File: src/rtl/cpu_ctrl_pkg.sv
// rtl/cpu_ctrl_pkg.sv - shared opcodes, ALU ops, states, IR field positions and control-word type
package cpu_ctrl_pkg;

    localparam int CPU_OP_W        = 5;
    localparam int CPU_NREG        = 16;
    localparam int CPU_MEM_TIMEOUT = 15;

    // Instruction field positions
    localparam int OPC_HI = 31;
    localparam int OPC_LO = 27;
    localparam int RA_HI  = 26;
    localparam int RA_LO  = 23;
    localparam int RB_HI  = 22;
    localparam int RB_LO  = 19;
    localparam int RC_HI  = 18;
    localparam int RC_LO  = 15;
    localparam int C_HI   = 18;

    // Opcodes
    localparam logic [CPU_OP_W-1:0] OPC_LD   = 5'b00000;
    localparam logic [CPU_OP_W-1:0] OPC_ST   = 5'b00010;
    localparam logic [CPU_OP_W-1:0] OPC_ADD  = 5'b00011;
    localparam logic [CPU_OP_W-1:0] OPC_SUB  = 5'b00100;
    localparam logic [CPU_OP_W-1:0] OPC_AND  = 5'b00101;
    localparam logic [CPU_OP_W-1:0] OPC_OR   = 5'b00110;
    localparam logic [CPU_OP_W-1:0] OPC_MUL  = 5'b01111;
    localparam logic [CPU_OP_W-1:0] OPC_DIV  = 5'b10000;
    localparam logic [CPU_OP_W-1:0] OPC_NOP  = 5'b11000;
    localparam logic [CPU_OP_W-1:0] OPC_HALT = 5'b11011;

    // ALU operations beyond the ones that reuse the opcode value
    localparam logic [CPU_OP_W-1:0] ALU_ADD = OPC_ADD;
    localparam logic [CPU_OP_W-1:0] ALU_INC = 5'b10110;

    typedef enum logic [3:0] {
        IDLE,
        T0,
        T1,
        T2,
        T3,
        T4,
        T5,
        T6,
        T7,
        HALT,
        PAUSE
    } state_e;

    // One cycle's worth of datapath control
    typedef struct packed {
        logic [CPU_NREG-1:0] reg_out;
        logic [CPU_NREG-1:0] reg_in;
        logic                hi_out;
        logic                lo_out;
        logic                zhigh_out;
        logic                zlow_out;
        logic                pc_out;
        logic                mdr_out;
        logic                inport_out;
        logic                y_out;
        logic                c_out;
        logic                hi_in;
        logic                lo_in;
        logic                z_in;
        logic                pc_in;
        logic                mdr_in;
        logic                mar_in;
        logic                ir_in;
        logic                y_in;
        logic [CPU_OP_W-1:0] op;
        logic                read;
        logic                write;
    } ctrl_t;

endpackage

File: src/rtl/ir_decode.sv
// rtl/ir_decode.sv - combinational IR field decode: opcode, one-hot register selects, sign-extended C, class flags
module ir_decode
    import cpu_ctrl_pkg::*;
(
    input  logic [31:0]          ir_i,
    output logic [CPU_OP_W-1:0]  opc_o,
    output logic [CPU_NREG-1:0]  ra_oh_o,
    output logic [CPU_NREG-1:0]  rb_oh_o,
    output logic [CPU_NREG-1:0]  rc_oh_o,
    output logic [31:0]          c_sext_o,
    output logic                 is_rtype_o,
    output logic                 is_muldiv_o,
    output logic                 is_ld_o,
    output logic                 is_st_o,
    output logic                 is_halt_o
);

    logic [3:0] ra;
    logic [3:0] rb;
    logic [3:0] rc;

    assign opc_o = ir_i[OPC_HI:OPC_LO];
    assign ra    = ir_i[RA_HI:RA_LO];
    assign rb    = ir_i[RB_HI:RB_LO];
    assign rc    = ir_i[RC_HI:RC_LO];

    assign ra_oh_o  = CPU_NREG'(1) << ra;
    assign rb_oh_o  = CPU_NREG'(1) << rb;
    assign rc_oh_o  = CPU_NREG'(1) << rc;
    assign c_sext_o = {{(31 - C_HI){ir_i[C_HI]}}, ir_i[C_HI:0]};

    // Classify the opcode; anything unrecognised falls through as a nop
    always_comb begin
        is_rtype_o  = 1'b0;
        is_muldiv_o = 1'b0;
        is_ld_o     = 1'b0;
        is_st_o     = 1'b0;
        is_halt_o   = 1'b0;
        case (opc_o)
            OPC_ADD, OPC_SUB, OPC_AND, OPC_OR: is_rtype_o  = 1'b1;
            OPC_MUL, OPC_DIV:                  is_muldiv_o = 1'b1;
            OPC_LD:                            is_ld_o     = 1'b1;
            OPC_ST:                            is_st_o     = 1'b1;
            OPC_HALT:                          is_halt_o   = 1'b1;
            default:                           ;
        endcase
    end

endmodule

File: src/rtl/control_sequencer.sv
// rtl/control_sequencer.sv - hardwired fetch/decode/execute sequencer; SINGLE_STEP_EN adds a step input and PAUSE boundary
module control_sequencer
    import cpu_ctrl_pkg::*;
#(
    parameter int OP_W        = CPU_OP_W,
    parameter int NREG        = CPU_NREG,
    parameter int MEM_TIMEOUT = CPU_MEM_TIMEOUT
) (
    input  logic             clock,
    input  logic             clear,
    input  logic             run,
`ifdef SINGLE_STEP_EN
    input  logic             step,
`endif
    input  logic [31:0]      ir_in,
    input  logic             mem_ready,
    output logic [NREG-1:0]  reg_out,
    output logic [NREG-1:0]  reg_in,
    output logic             HIout,
    output logic             LOout,
    output logic             Zhighout,
    output logic             Zlowout,
    output logic             PCout,
    output logic             MDRout,
    output logic             InPortout,
    output logic             Yout,
    output logic             Cout,
    output logic             HIin,
    output logic             LOin,
    output logic             Zin,
    output logic             PCin,
    output logic             MDRin,
    output logic             MARin,
    output logic             IRin,
    output logic             Yin,
    output logic [OP_W-1:0]  op,
    output logic             Read,
    output logic             Write,
    output logic [31:0]      c_sext,
    output logic             halted,
    output logic             mem_err
);

    localparam int CNT_W = $clog2(MEM_TIMEOUT + 1);
    localparam logic [CNT_W-1:0] CNT_LIMIT = CNT_W'(MEM_TIMEOUT - 1);

    state_e           state_q, state_d;
    state_e           boundary_next;
    logic [31:0]      ir_q, ir_d;
    logic [CNT_W-1:0] cnt_q, cnt_d;
    logic             mem_err_q, mem_err_d;
    logic             mem_wait;
    logic             timeout;
    logic             step_go;
    logic [31:0]      ir_cur;
    ctrl_t            ctl;

    logic [CPU_OP_W-1:0] opc;
    logic [CPU_NREG-1:0] ra_oh, rb_oh, rc_oh;
    logic [31:0]         dec_c_sext;
    logic                is_rtype, is_muldiv, is_ld, is_st, is_halt;

    // During T2 the word being latched decides the branch, so decode it directly
    assign ir_cur = (state_q == T2) ? ir_in : ir_q;

    ir_decode u_ir_decode (
        .ir_i        (ir_cur),
        .opc_o       (opc),
        .ra_oh_o     (ra_oh),
        .rb_oh_o     (rb_oh),
        .rc_oh_o     (rc_oh),
        .c_sext_o    (dec_c_sext),
        .is_rtype_o  (is_rtype),
        .is_muldiv_o (is_muldiv),
        .is_ld_o     (is_ld),
        .is_st_o     (is_st),
        .is_halt_o   (is_halt)
    );

`ifdef SINGLE_STEP_EN
    assign boundary_next = PAUSE;
    assign step_go       = step & run;
`else
    assign boundary_next = run ? T0 : IDLE;
    assign step_go       = 1'b0;
`endif

    // State, IR, wait counter and sticky error; clear wins over everything
    always_ff @(posedge clock) begin
        if (clear) begin
            state_q   <= T0;
            ir_q      <= '0;
            cnt_q     <= '0;
            mem_err_q <= 1'b0;
        end else begin
            state_q   <= state_d;
            ir_q      <= ir_d;
            cnt_q     <= cnt_d;
            mem_err_q <= mem_err_d;
        end
    end

    // Next-state sequencing including memory waits and timeout escape to HALT
    always_comb begin
        state_d  = state_q;
        mem_wait = 1'b0;
        case (state_q)
            IDLE:  state_d = run ? T0 : IDLE;
            PAUSE: state_d = step_go ? T0 : PAUSE;
            T0:    state_d = T1;
            T1: begin
                mem_wait = 1'b1;
                if (mem_ready) state_d = T2;
            end
            T2: begin
                if (is_halt)                                   state_d = HALT;
                else if (is_rtype || is_muldiv || is_ld || is_st) state_d = T3;
                else                                           state_d = boundary_next;
            end
            T3:    state_d = T4;
            T4:    state_d = T5;
            T5:    state_d = is_rtype ? boundary_next : T6;
            T6: begin
                if (is_ld) begin
                    mem_wait = 1'b1;
                    if (mem_ready) state_d = T7;
                end else if (is_st) begin
                    state_d = T7;
                end else begin
                    state_d = boundary_next;
                end
            end
            T7: begin
                if (is_st) begin
                    mem_wait = 1'b1;
                    if (mem_ready) state_d = boundary_next;
                end else begin
                    state_d = boundary_next;
                end
            end
            HALT:    state_d = HALT;
            default: state_d = T0;
        endcase
        timeout = mem_wait && !mem_ready && (cnt_q == CNT_LIMIT);
        if (timeout) state_d = HALT;
    end

    // Wait counter runs only while stalled in a memory state, otherwise rests at zero
    always_comb begin
        cnt_d     = '0;
        mem_err_d = mem_err_q | timeout;
        ir_d      = (state_q == T2) ? ir_in : ir_q;
        if (mem_wait && !mem_ready && !timeout) cnt_d = cnt_q + CNT_W'(1);
    end

    // Moore control word per microstep; forced quiet while clear is high
    always_comb begin
        ctl = '0;
        case (state_q)
            T0: begin
                ctl.pc_out = 1'b1;
                ctl.mar_in = 1'b1;
                ctl.op     = ALU_INC;
                ctl.z_in   = 1'b1;
            end
            T1: begin
                ctl.zlow_out = 1'b1;
                ctl.pc_in    = 1'b1;
                ctl.read     = 1'b1;
                ctl.mdr_in   = 1'b1;
            end
            T2: begin
                ctl.mdr_out = 1'b1;
                ctl.ir_in   = 1'b1;
            end
            T3: begin
                ctl.y_in    = 1'b1;
                ctl.reg_out = is_muldiv ? ra_oh : rb_oh;
            end
            T4: begin
                ctl.z_in = 1'b1;
                if (is_rtype) begin
                    ctl.reg_out = rc_oh;
                    ctl.op      = opc;
                end else if (is_muldiv) begin
                    ctl.reg_out = rb_oh;
                    ctl.op      = opc;
                end else begin
                    ctl.c_out = 1'b1;
                    ctl.op    = ALU_ADD;
                end
            end
            T5: begin
                ctl.zlow_out = 1'b1;
                if (is_rtype)       ctl.reg_in = ra_oh;
                else if (is_muldiv) ctl.lo_in  = 1'b1;
                else                ctl.mar_in = 1'b1;
            end
            T6: begin
                if (is_muldiv) begin
                    ctl.zhigh_out = 1'b1;
                    ctl.hi_in     = 1'b1;
                end else if (is_ld) begin
                    ctl.read   = 1'b1;
                    ctl.mdr_in = 1'b1;
                end else if (is_st) begin
                    ctl.reg_out = ra_oh;
                    ctl.mdr_in  = 1'b1;
                end
            end
            T7: begin
                if (is_ld) begin
                    ctl.mdr_out = 1'b1;
                    ctl.reg_in  = ra_oh;
                end else if (is_st) begin
                    ctl.write = 1'b1;
                end
            end
            default: ;
        endcase
        if (clear) ctl = '0;
    end

    assign reg_out   = ctl.reg_out;
    assign reg_in    = ctl.reg_in;
    assign HIout     = ctl.hi_out;
    assign LOout     = ctl.lo_out;
    assign Zhighout  = ctl.zhigh_out;
    assign Zlowout   = ctl.zlow_out;
    assign PCout     = ctl.pc_out;
    assign MDRout    = ctl.mdr_out;
    assign InPortout = ctl.inport_out;
    assign Yout      = ctl.y_out;
    assign Cout      = ctl.c_out;
    assign HIin      = ctl.hi_in;
    assign LOin      = ctl.lo_in;
    assign Zin       = ctl.z_in;
    assign PCin      = ctl.pc_in;
    assign MDRin     = ctl.mdr_in;
    assign MARin     = ctl.mar_in;
    assign IRin      = ctl.ir_in;
    assign Yin       = ctl.y_in;
    assign op        = ctl.op;
    assign Read      = ctl.read;
    assign Write     = ctl.write;
    assign c_sext    = clear ? 32'h0 : dec_c_sext;
    assign halted    = (state_q == HALT) && !clear;
    assign mem_err   = mem_err_q && !clear;

endmodule

File: config.mk
export PLATFORM = sky130hd
export DESIGN_NAME = control_sequencer
export DESIGN_NICKNAME = d
export VERILOG_FILES = /design/src/rtl/cpu_ctrl_pkg.sv /design/src/rtl/ir_decode.sv /design/src/rtl/control_sequencer.sv
export SDC_FILE = /design/constraint.sdc
export NUM_CORES = 1
export LEC_CHECK = 0
export ABC_AREA = 1
export BUFFER_PORTS_ARGS = -buffer_cell sky130_fd_sc_hd__buf_2
export CAP_MARGIN = 10
export CORE_ASPECT_RATIO = 0.6
export CORE_MARGIN = 2
export CORE_UTILIZATION = 30
export CTS_BUF_LIST = sky130_fd_sc_hd__clkbuf_8
export DETAILED_ROUTE_END_ITERATION = 10
export PLACE_DENSITY = 0.5
export SYNTH_ARGS = -nofsm -noshare
export SYNTH_HDL_FRONTEND = slang
export SYNTH_SLANG_ARGS = --single-unit
File: constraint.sdc
create_clock -name clock -period 4.2 [get_ports clock]
set_input_delay 0.84 -clock clock [delete_from_list [all_inputs] [get_ports clock]]
set_output_delay 0.84 -clock clock [all_outputs]
set_load 0.02 [all_outputs]
==> out/metrics.yaml <==
worstPathMaxFanout: 31
r2r-start: "state_q[1]"
slowest_delay_ps: 650
dp_hpwl_um: 9330
final_antenna_net_count: 0
cts_tree: "done"
antenna_cells: 0
yosysSeqAreaShare_pct: 23.6
ys_ff_latch: 41
grt_pass1_vias: 3651
drt_wl_total_um: 11800
min_period_over_period_pct: 90.0
track_usage_pct: 18.6
synth_area_um2: 3480
fin_area_um2: 4210
start_util_pct: 30.8
netlist.area_leader.share_pct: 23.6
synth_edf_count: 0
yosysWarnings: 0
gp_congestion: 0.921
worst_pin_slew_ps: 763
port_buffers: 121
p_leak_uw: 0.00217
critical_path_class: "reg -> out"
drc: 0
clock-root-buffer: "clkbuf_8"
comb_power_share_pct: 68.4
setup_tns_ps: 0
coreArea_um2: 11300
critPathBufInv: 4
dr.pass1.iters: 5
placed_cell_area_um2: 4070
ys_types: 35
crit_top_cell: "nand2_1"
maxCapViolCount: 0
die_y_um: 87.4
clk_pin_slew_ps: 90
finalCriticalPeriod_ps: 3780
die_area_um2: 12500
worstPathRequired_ps: 3360
cp.arrival_ps: 2940
num_rows: 30
synthArstFlopShare_pct: 0
cpLargestDelayFamily: "buffers and inverters"
wl_per_cell_um: 13.5
start_kind: "flop"
insertion_delay_ps: 300
syn_avg_cell_area_um2: 5.65
htree_levels: 2
viasPerCell: 4.76
setup_viol: 0
clkPwrFrac_pct: 12.8
cp.depth: 12
cp-end-kind: "output port"
ioPinCount: 126
synth_top_area_cell: "dfxtp_1"
relSlewSlack_pct: 48.8
path_cells: "nor2_4 > nand2_4 > buf_4 > o21ai_1 > inv_1 > nand2_1 > o21ai_1 > nand2_1 > nand3_1 > nand2_1 > inv_1 > buf_2"
rsz0062_at_grt: "false"
cp_slowest_cell: "o21ai_1"
fmax_ghz: 0.265
synth_area_leaders: "dfxtp_1 24%, nor2_1 17%, nand2_1 14%"
rr_worst_depth: 14
vdd_ir_drop_max_mv: 0.229
clockBufferDepth: 2
switching_power_uw: 1750
reg2reg_slack_ps: 1730
drv_slew: 0
r2r-end: "state_q[2]"
status: "finished clean"
syn2layout_area_growth_pct: 21.1
final_common_cell: "nor2_1"
nets: 749
skew_ps: 7.38
min_path_type: "reg -> reg"
seqPwrFrac_pct: 18.8
ctsHoldBuffers: 0
switching_share_pct: 57.7
final_cell_mix: "155 x nor2_1, 130 x nand2_1, 121 x buf_2, 65 x inv_1, 44 x nand3_1"
cts_made_buffers: 5
synthesis.instances: 615
worstSetupEndpoint: "reg_out[9]"
synth_ff_type: "dfxtp_1"
cts_setup_buffers: 0
post_cts_resized: 0
cts.sinks: 41
antenna_found_initial: 0
grt_max_degree: 32
startpoint: "state_q[3]"
drive_above_1_share_pct: 25.0
hold_viol: 0
powerDensity_nw_per_um2: 720
overflow: 0
num_vias: 4151
die_w_um: 143
p_int_uw: 1280
drtIter0Drc: 324
grt_first_pass_wirelength_um: 18400
-- metrics by stage --
stage | setup slack (ps) | hold slack, ps | total power (µW) | util, % | cells
floorplan | 917 | 430 | 2180 | - | 618
global placement | 570 | 448 | 2620 | 36.1 | 864
detailed placement | 649 | 458 | 2620 | 36.1 | 864
CTS | 455 | 472 | 3020 | 37.2 | 872
global route | 135 | 503 | 3300 | 37.2 | 872
finish | 420 | 473 | 3030 | 37.2 | 872
-- power by group through the flow --
stage	clock (µW)	sequential [µW]	combinational [µW]
after floorplan	0	566	1610
after global placement	0	575	2050
after detailed placement	0	577	2040
after CTS	397	569	2050
after global routing	418	583	2300
final	389	569	2070
-- flip-flops by register name, indices dropped and copies added (netlist names) --
| register | cells |
|---|---|
| mem_err_q | 1 |
| state_q | 4 |
| cnt_q | 4 |
| ir_q | 32 |
-- Yosys cell counts (2+ instances only) --
master,n
buf_2,7
or2_2,2
dfxtp_1,41
nand2_1,130
buf_4,19
o21ai_1,7
inv_2,9
o21ai_2,4
o21ai_4,4
nor2_2,6
nor3_1,7
a21oi_1,29
inv_1,65
ha_1,2
nand3b_1,2
nor4_1,14
clkbuf_1,8
buf_1,3
nand2_2,12
nand3_1,44
nand2_4,2
nand4_1,3
nor2_4,2
o21ai_0,26
nor2_1,155
nor4_2,2
buf_6,2
-- routing by layer --
layer	track usage, %	share of wire (%)	vias up
met3	4.62	8.5	5
met5	0	0	-
li1	-	-	2097
met2	25.4	39	138
met1	29.3	52	1911
met4	2.61	0.25	0
-- worst min-delay path: stages (launching register included) --
cell	delay [ps]
dfxtp_1	310
nor2_1	50
nor2_1	80
-- final cells by class --
class	instances	area, µm²
sequential	41	821
clock inverter	3	65.1
timing repair buffer	126	643
inverter	76	287
fill	1268	7090
multi-input combinational	461	2120
tap	160	200
clock buffer	5	68.8
-- logic make-up after synthesis --
| kind of cell | count (synthesis) | synth area share, % |
|---|---|---|
| adder cells (fa/ha/maj) | 2 | 0.720 |
| AO/OA/AOI/OAI | 71 | 12.0 |
| buffers and inverters | 116 | 15.6 |
| other | 1 | 0.108 |
| flip-flops | 41 | 23.6 |
| XOR/XNOR | 2 | 0.504 |
| AND/OR/NAND/NOR | 382 | 47.4 |
-- how the worst min path moves through the flow --
stage	startpoint	end	slack [ps]	cells past startpoint
after global placement	cnt_q[0]	cnt_q[0]	450	1
after detailed placement	ir_q[12]	ir_q[12]	460	2
after global routing	mem_err_q	mem_err_q	500	2
final	ir_q[12]	ir_q[12]	470	2
after floorplan	cnt_q[0]	cnt_q[0]	430	1
after CTS	mem_err_q	mem_err_q	470	2
Power figures use the tool's default switching activity.
